`config.mk`:
```
export PLATFORM = sky130hd
export DESIGN_NAME = data_memory_arbiter
export DESIGN_NICKNAME = d
export VERILOG_FILES = /design/src/rtl/data_memory_arbiter.sv
export SDC_FILE = /design/constraint.sdc
export NUM_CORES = 1
export LEC_CHECK = 0
export CAP_MARGIN = 30
export CORE_UTILIZATION = 35
export CTS_BUF_LIST = sky130_fd_sc_hd__clkbuf_16
export DETAILED_ROUTE_END_ITERATION = 12
export DONT_BUFFER_PORTS = 1
export PLACE_DENSITY = 0.47
export SYNTH_ARGS = -nofsm -noshare
export SYNTH_HDL_FRONTEND = slang
export SYNTH_SLANG_ARGS = --single-unit
```
`constraint.sdc`:
```
create_clock -name Clock -period 3.7 [get_ports Clock]
set_clock_uncertainty 0.05 [all_clocks]
set_input_delay 0.74 -clock Clock [delete_from_list [all_inputs] [get_ports Clock]]
set_output_delay 0.74 -clock Clock [all_outputs]
set_load 0.05 [all_outputs]
```
`src/rtl/data_memory_arbiter.sv`:
```
// data_memory_arbiter: shares single-port DataMemory between CPU port C and debug/DMA port D; define DMEM_ARB_FIXED_PRIORITY_EN for fixed C-first priority (default round-robin)
module data_memory_arbiter #(
  parameter int ADDR_WIDTH = 32,
  parameter int DATA_WIDTH = 32,
  parameter int MEM_WORDS  = 32
) (
  input  logic                  Clock,
  input  logic                  Reset_n,
  input  logic                  CReq,
  input  logic                  CWrite,
  input  logic [ADDR_WIDTH-1:0] CAddr,
  input  logic [DATA_WIDTH-1:0] CWData,
  output logic                  CAck,
  output logic [DATA_WIDTH-1:0] CRData,
  output logic                  CErr,
  input  logic                  DReq,
  input  logic                  DWrite,
  input  logic [ADDR_WIDTH-1:0] DAddr,
  input  logic [DATA_WIDTH-1:0] DWData,
  output logic                  DAck,
  output logic [DATA_WIDTH-1:0] DRData,
  output logic                  DErr,
  output logic [ADDR_WIDTH-1:0] MemAddress,
  output logic [DATA_WIDTH-1:0] MemDataIn,
  output logic                  MemEnableWrite,
  input  logic [DATA_WIDTH-1:0] MemDataOut,
  output logic                  Busy
);
  localparam logic [ADDR_WIDTH-1:0] LIMIT = ADDR_WIDTH'(MEM_WORDS * 4);
  typedef enum logic [1:0] {IDLE, ACCESS, RESPOND} state_t;
  state_t                state_q, state_d;
  logic                  win_q, win_d, wr_q, wr_d, err_q, err_d, pick;
  logic [ADDR_WIDTH-1:0] addr_q, addr_d, sel_addr;
  logic [DATA_WIDTH-1:0] wdata_q, wdata_d, crdata_q, crdata_d, drdata_q, drdata_d;
`ifdef DMEM_ARB_FIXED_PRIORITY_EN
  assign pick = !CReq;
`else
  logic last_q, last_d;
  assign pick = (CReq && DReq) ? !last_q : !CReq;
  // pointer remembers the last winner (1 = D); every grant updates it
  always_comb last_d = (state_q == IDLE && (CReq || DReq)) ? pick : last_q;
  // pointer register; reset value 1 makes C win the first contest
  always_ff @(posedge Clock) last_q <= !Reset_n ? 1'b1 : last_d;
`endif
  assign sel_addr = pick ? DAddr : CAddr;
  // next-state, request latching at grant, and read capture on the ACCESS closing edge
  always_comb begin
    state_d  = state_q;
    win_d    = win_q;
    wr_d     = wr_q;
    err_d    = err_q;
    addr_d   = addr_q;
    wdata_d  = wdata_q;
    crdata_d = crdata_q;
    drdata_d = drdata_q;
    case (state_q)
      IDLE: if (CReq || DReq) begin
        state_d = ACCESS;
        win_d   = pick;
        wr_d    = pick ? DWrite : CWrite;
        addr_d  = sel_addr;
        wdata_d = pick ? DWData : CWData;
        err_d   = (sel_addr[1:0] != 2'b00) || (sel_addr >= LIMIT);
      end
      ACCESS: begin
        state_d  = RESPOND;
        crdata_d = (!wr_q && !err_q && !win_q) ? MemDataOut : crdata_q;
        drdata_d = (!wr_q && !err_q &&  win_q) ? MemDataOut : drdata_q;
      end
      default: state_d = IDLE;
    endcase
  end
  // state and latched-request registers with synchronous active-low reset
  always_ff @(posedge Clock) begin
    if (!Reset_n) begin
      state_q  <= IDLE;
      win_q    <= 1'b0;
      wr_q     <= 1'b0;
      err_q    <= 1'b0;
      addr_q   <= '0;
      wdata_q  <= '0;
      crdata_q <= '0;
      drdata_q <= '0;
    end else begin
      state_q  <= state_d;
      win_q    <= win_d;
      wr_q     <= wr_d;
      err_q    <= err_d;
      addr_q   <= addr_d;
      wdata_q  <= wdata_d;
      crdata_q <= crdata_d;
      drdata_q <= drdata_d;
    end
  end
  assign CAck           = (state_q == RESPOND) && !win_q;
  assign DAck           = (state_q == RESPOND) && win_q;
  assign CErr           = CAck && err_q;
  assign DErr           = DAck && err_q;
  assign CRData         = crdata_q;
  assign DRData         = drdata_q;
  assign MemAddress     = addr_q;
  assign MemDataIn      = wdata_q;
  assign MemEnableWrite = (state_q == ACCESS) && wr_q && !err_q && Reset_n;
  assign Busy           = state_q != IDLE;
endmodule
```
# Word level (Yosys, flattened, before mapping)
# Cells that the tools add are included.
totals:
  ff_bits: 134
  inputBits: 166
  out_inout_bits: 134
  word_cells: 44
classes:
  n_lt_le_gt_ge: 1
  n_eq_ne: 3
  n_mux: 6
  n_reduce_logical: 25
ops:
  columns: ["operator", "n"]
  rows:
  - ["32-bit two-way mux", 2]
  - ["32-bit by 8-bit >= comparator with 1-bit output (second input constant)", 1]
  - ["1-bit logical AND", 12]
  - ["2-bit AND reduction", 3]
  - ["1-bit zero test", 5]
  - ["2-bit one-hot mux with 2 select lines", 1]
  - ["2-bit nonzero test", 2]
  - ["2-bit by 1-bit == test with 1-bit output (second input constant)", 1]
  - ["2-bit == test (second input constant)", 1]
  - ["2-bit zero test", 1]
  - ["1-bit logical OR", 2]
  - ["1-bit two-way mux", 2]
  - ["2-bit two-way mux", 1]
  - ["2-bit by 1-bit inequality test with 1-bit output (second input constant)", 1]

# Longest topological paths before layout
logic_depth:
  depth_word: 5
  depth_mapped: 6
  ltp_nobuf: 4

# Worst setup path after synthesis
# OpenSTA, ideal clock, no wires.
synth_timing:
  path_kind: "register to output"
  startpoint: "register state_q[1]"
  endpoint: "output CErr"
  t_arrival_ps: 1851
  t_required_ps: 2910
  path_slack_ps: 1059
  stages_incl_launch_ff: 4
  n_path_buf: 0
  path_cell_list: "dfxtp_1 > nor2b_1 > nor2b_1 > and2_1"
synth_via:
  elab_chain_len: 3
synth_lines:
  columns: ["item", "line", "rtl"]
  rows:
  - ["start, declared", "31", "state_t state_q, state_d;"]
  - ["start signal, assigned", "85", "state_q <= state_d;"]
  - ["2-bit == test", "95", "assign CAck = (state_q == RESPOND) && !win_q;"]
  - ["1-bit logical AND", "95", null]
  - ["named net CAck", "13", "output logic CAck,"]
  - ["1-bit logical AND", "97", "assign CErr = CAck && err_q;"]
  - ["end, declared", "15", "output logic CErr,"]
# The timed path passes the listed nets, and every way through them passes these cells.

# Final worst setup path
layout_timing:
  startpoint: "register state_q[1]"
  endpoint: "output CErr"
layout_via:
  elab_chain_len: 3
layout_lines:
  columns: ["item", "line"]
  rows:
  - ["2-bit == test", "95"]
  - ["1-bit logical AND", "95"]
  - ["1-bit logical AND", "97"]
# No other way between the ends.

==> impl_metrics.toml <==
[clock_tree]
cts_max_path_buffers = 2
post_cts_resize_count = 0
htreeDepth = 4
tritoncts = "done"
clk_transition_reported_paths_ns = 0.06
postCtsHoldBufs = 0
tritoncts_num_sinks = 134
clock-root-buffer = "clkbuf_16"
cts_buffers = 17
post_cts.repair.setup_buffers = 0
insertion_delay_to_the_later_sink_of_the_worst_skew_pair_ns = 0.41

[drt]
ant_nets = 0
vias_per_cell = 5.27
routed_wire_length_per_instance_um = 18.3
detail_route.first_pass.iterations = 4
dr.first_iter.drc_count = 178
via_count = 4687
wl_um = 16300
drcViolationCount = 0

[cells_and_area]
fillers = 1615
layout-area-overhead-vs-synth_pct = 12.5
net_count_final = 832
instances_no_fill = 889
layout-drive-gt1-share = 0.109
num_antenna_cells = 0

[timing]
tns_ns = 0
period_share = 0.719
slew-limit-headroom = 0.344
maxClockFrequency_mhz = 376
rsz0062_at_grt = "no"
finalSetupViolCount = 0
worstMarginPinSlew_ns = 0.984
report.final.hold_viol_count = 0
min_period_ns = 2.66
finalMaxSlewViolations = 0

[die]
chipHeight_um = 128
count_of_boundary_i_o_pins = 300
core.rowCount = 45
die-width_um = 128
die_area_um2 = 16500
core_area_um2 = 15400
initial_core_util = 0.363

[placement]
place_hpwl_um = 11400
dpl.cell_count = 858
placement.io_buffers = 0
finalWeightedCongestion = 0.775

[critical_path]
setup.reg_to_reg.worst_slack_ns = 1.43
worstPathCellList = "nor2b_1, nor2b_1, buf_4, and2_1"
cp.buffers_inverters = 1
cp_data_required_time_ns = 2.91
path_common_cell = "nor2b_1"
critical_path.endpoint_type = "output port"
critical_path.top_delay_family = "simple AND/OR/NAND/NOR gates"
crit_path_start = "state_q[1]"
crit_fanout = 4
setup.worst_path.class = "reg2out"
crit_arrival_ns = 1.87
critical-path-max-stage-delay_ns = 0.49
crit_slowest_cell = "and2_1"
worst_reg_to_reg_path_cell_count = 5
regToRegStartpoint = "state_q[1]"
critical_path_startpoint_category = "flop"
critical_register_to_register_path_endpoint = "MemDataIn[20]"

[global_route]
vias_in_the_first_global_route = 4543
grt_antenna_before_repair = 0
globalRouteTotalUtil = 0.190
globalRoute.totalOverflow = 0
largest_net_degree_at_the_start_of_global_routing = 116
grt_pass1_wl_um = 23900

[logic_synthesis]
synth_edf_count = 0
post_synth_instance_area_um2 = 5580
area_share_of_the_largest_cell_type_after_synthesis = 0.481
postSynthAreaPerCell_um2 = 8.04
postSynthRegisterBits = 134
most_common_cell_in_the_netlist = "nand2_1"
async_reset_ff_frac = 0
post_synth_inst_count = 694
mappedNetlistNets = 860
synth.top_cells.by_count = "nand2_1 (260), dfxtp_1 (134), a21oi_1 (67), nor2_1 (67), a311oi_1 (35)"
ys.flop_type = "dfxtp_1"
synth_seq_area_share = 0.481
synth_largest_area_cell = "dfxtp_1"
post_synth_main_area_contributors = "dfxtp_1 (48%), nand2_1 (17%), a311oi_2 (7.8%)"
ys_warns = 0
ys_types = 33

[power]
vdd_drop_max_uv = 286
power-per-cell-area_nw_per_um2 = 651
fin_total_pwr_mw = 4.09
total_leakage_power_nw = 2.21

[worst_hold_path]
hold_path.class = "in2reg"
min_to = "last_q"
min-delay-start = "Reset_n"
min_path_cells = 1

[outcome]
status = "finished, final reports clean"

[job]
drv_cap = 0
## layout make-up
cell class,instances,area (µm²),area share
Multi-Input combinational cell,502,2630,0.418
Tap cell,211,264,0.0420
Clock buffer,17,425,0.0677
Inverter,2,10.0,0.00159
Clock inverter,14,159,0.0253
Sequential cell,134,2680,0.427
Timing Repair Buffer,9,113,0.0179
## cell usage in the layout, fill, tap and decap left out, drive strengths merged, types with 2 or more instances in the layout
| cell type | Yosys | layout |
|---|---|---|
| clkinvlp | 0 | 4 |
| nor3 | 2 | 2 |
| a311oi | 64 | 64 |
| clkbuf | 26 | 17 |
| or4 | 4 | 4 |
| nor2b | 4 | 4 |
| clkinv | 0 | 5 |
| nand2b | 2 | 2 |
| buf | 30 | 9 |
| inv | 2 | 4 |
| a21oi | 67 | 67 |
| or2 | 2 | 2 |
| nand2 | 260 | 260 |
| nor2 | 69 | 69 |
| nor4 | 9 | 9 |
| o21ai | 5 | 5 |
| bufinv | 0 | 3 |
| dfxtp | 134 | 134 |
| and2 | 3 | 3 |
## where the power goes
| part | leakage [nW] | switching, mW | internal, mW |
|---|---|---|---|
| Combinational | 0.838 | 0.258 | 0.141 |
| Clock | 0.274 | 0.628 | 1.05 |
| Sequential | 1.10 | 0.453 | 1.56 |
| Total | 2.21 | 1.34 | 2.75 |
## kinds of logic after synthesis
family / share of synthesized area
AOI/OAI and AO/OA: 0.203
muxes: 0.00179
buffers and inverters: 0.0509
DFF: 0.481
and+or+nand+nor: 0.263
## sequential cells by signal, indices dropped and copies added (netlist names)
signal      count
last_q          1
MemDataIn      32
DRData         32
win_q           1
state_q         2
CRData         32
MemAddress     32
err_q           1
wr_q            1
## metrics by stage
stage | setup WS, ns | hold WS (ns) | util | cell area [µm²]
after floorplan | 1.06 | 0.404 | - | 5580
after global placement | 1.10 | 0.449 | 0.367 | 5650
after detailed placement | 1.12 | 0.442 | 0.371 | 5700
after CTS | 0.998 | 0.327 | 0.409 | 6280
after global routing | 0.954 | 0.350 | 0.409 | 6280
final | 1.04 | 0.355 | 0.409 | 6280
## worst max path at each step
stage	cells past startpoint	to	slack (ns)
after CTS	4	CErr	1.0
after global placement	3	MemEnableWrite	1.10
after floorplan	3	CErr	1.06
after detailed placement	3	MemEnableWrite	1.12
final	4	CErr	1.04
after global routing	4	CErr	0.95
## metal layers
metal	vias to the layer above	wire length [µm]	track usage
li1	2301	-	-
met1	2151	6140	0.198
met2	212	8050	0.328
met3	23	1760	0.0822
met4	0	335	0.0858
met5	-	0	0
Note: power is estimated with default switching activity, not from simulation.
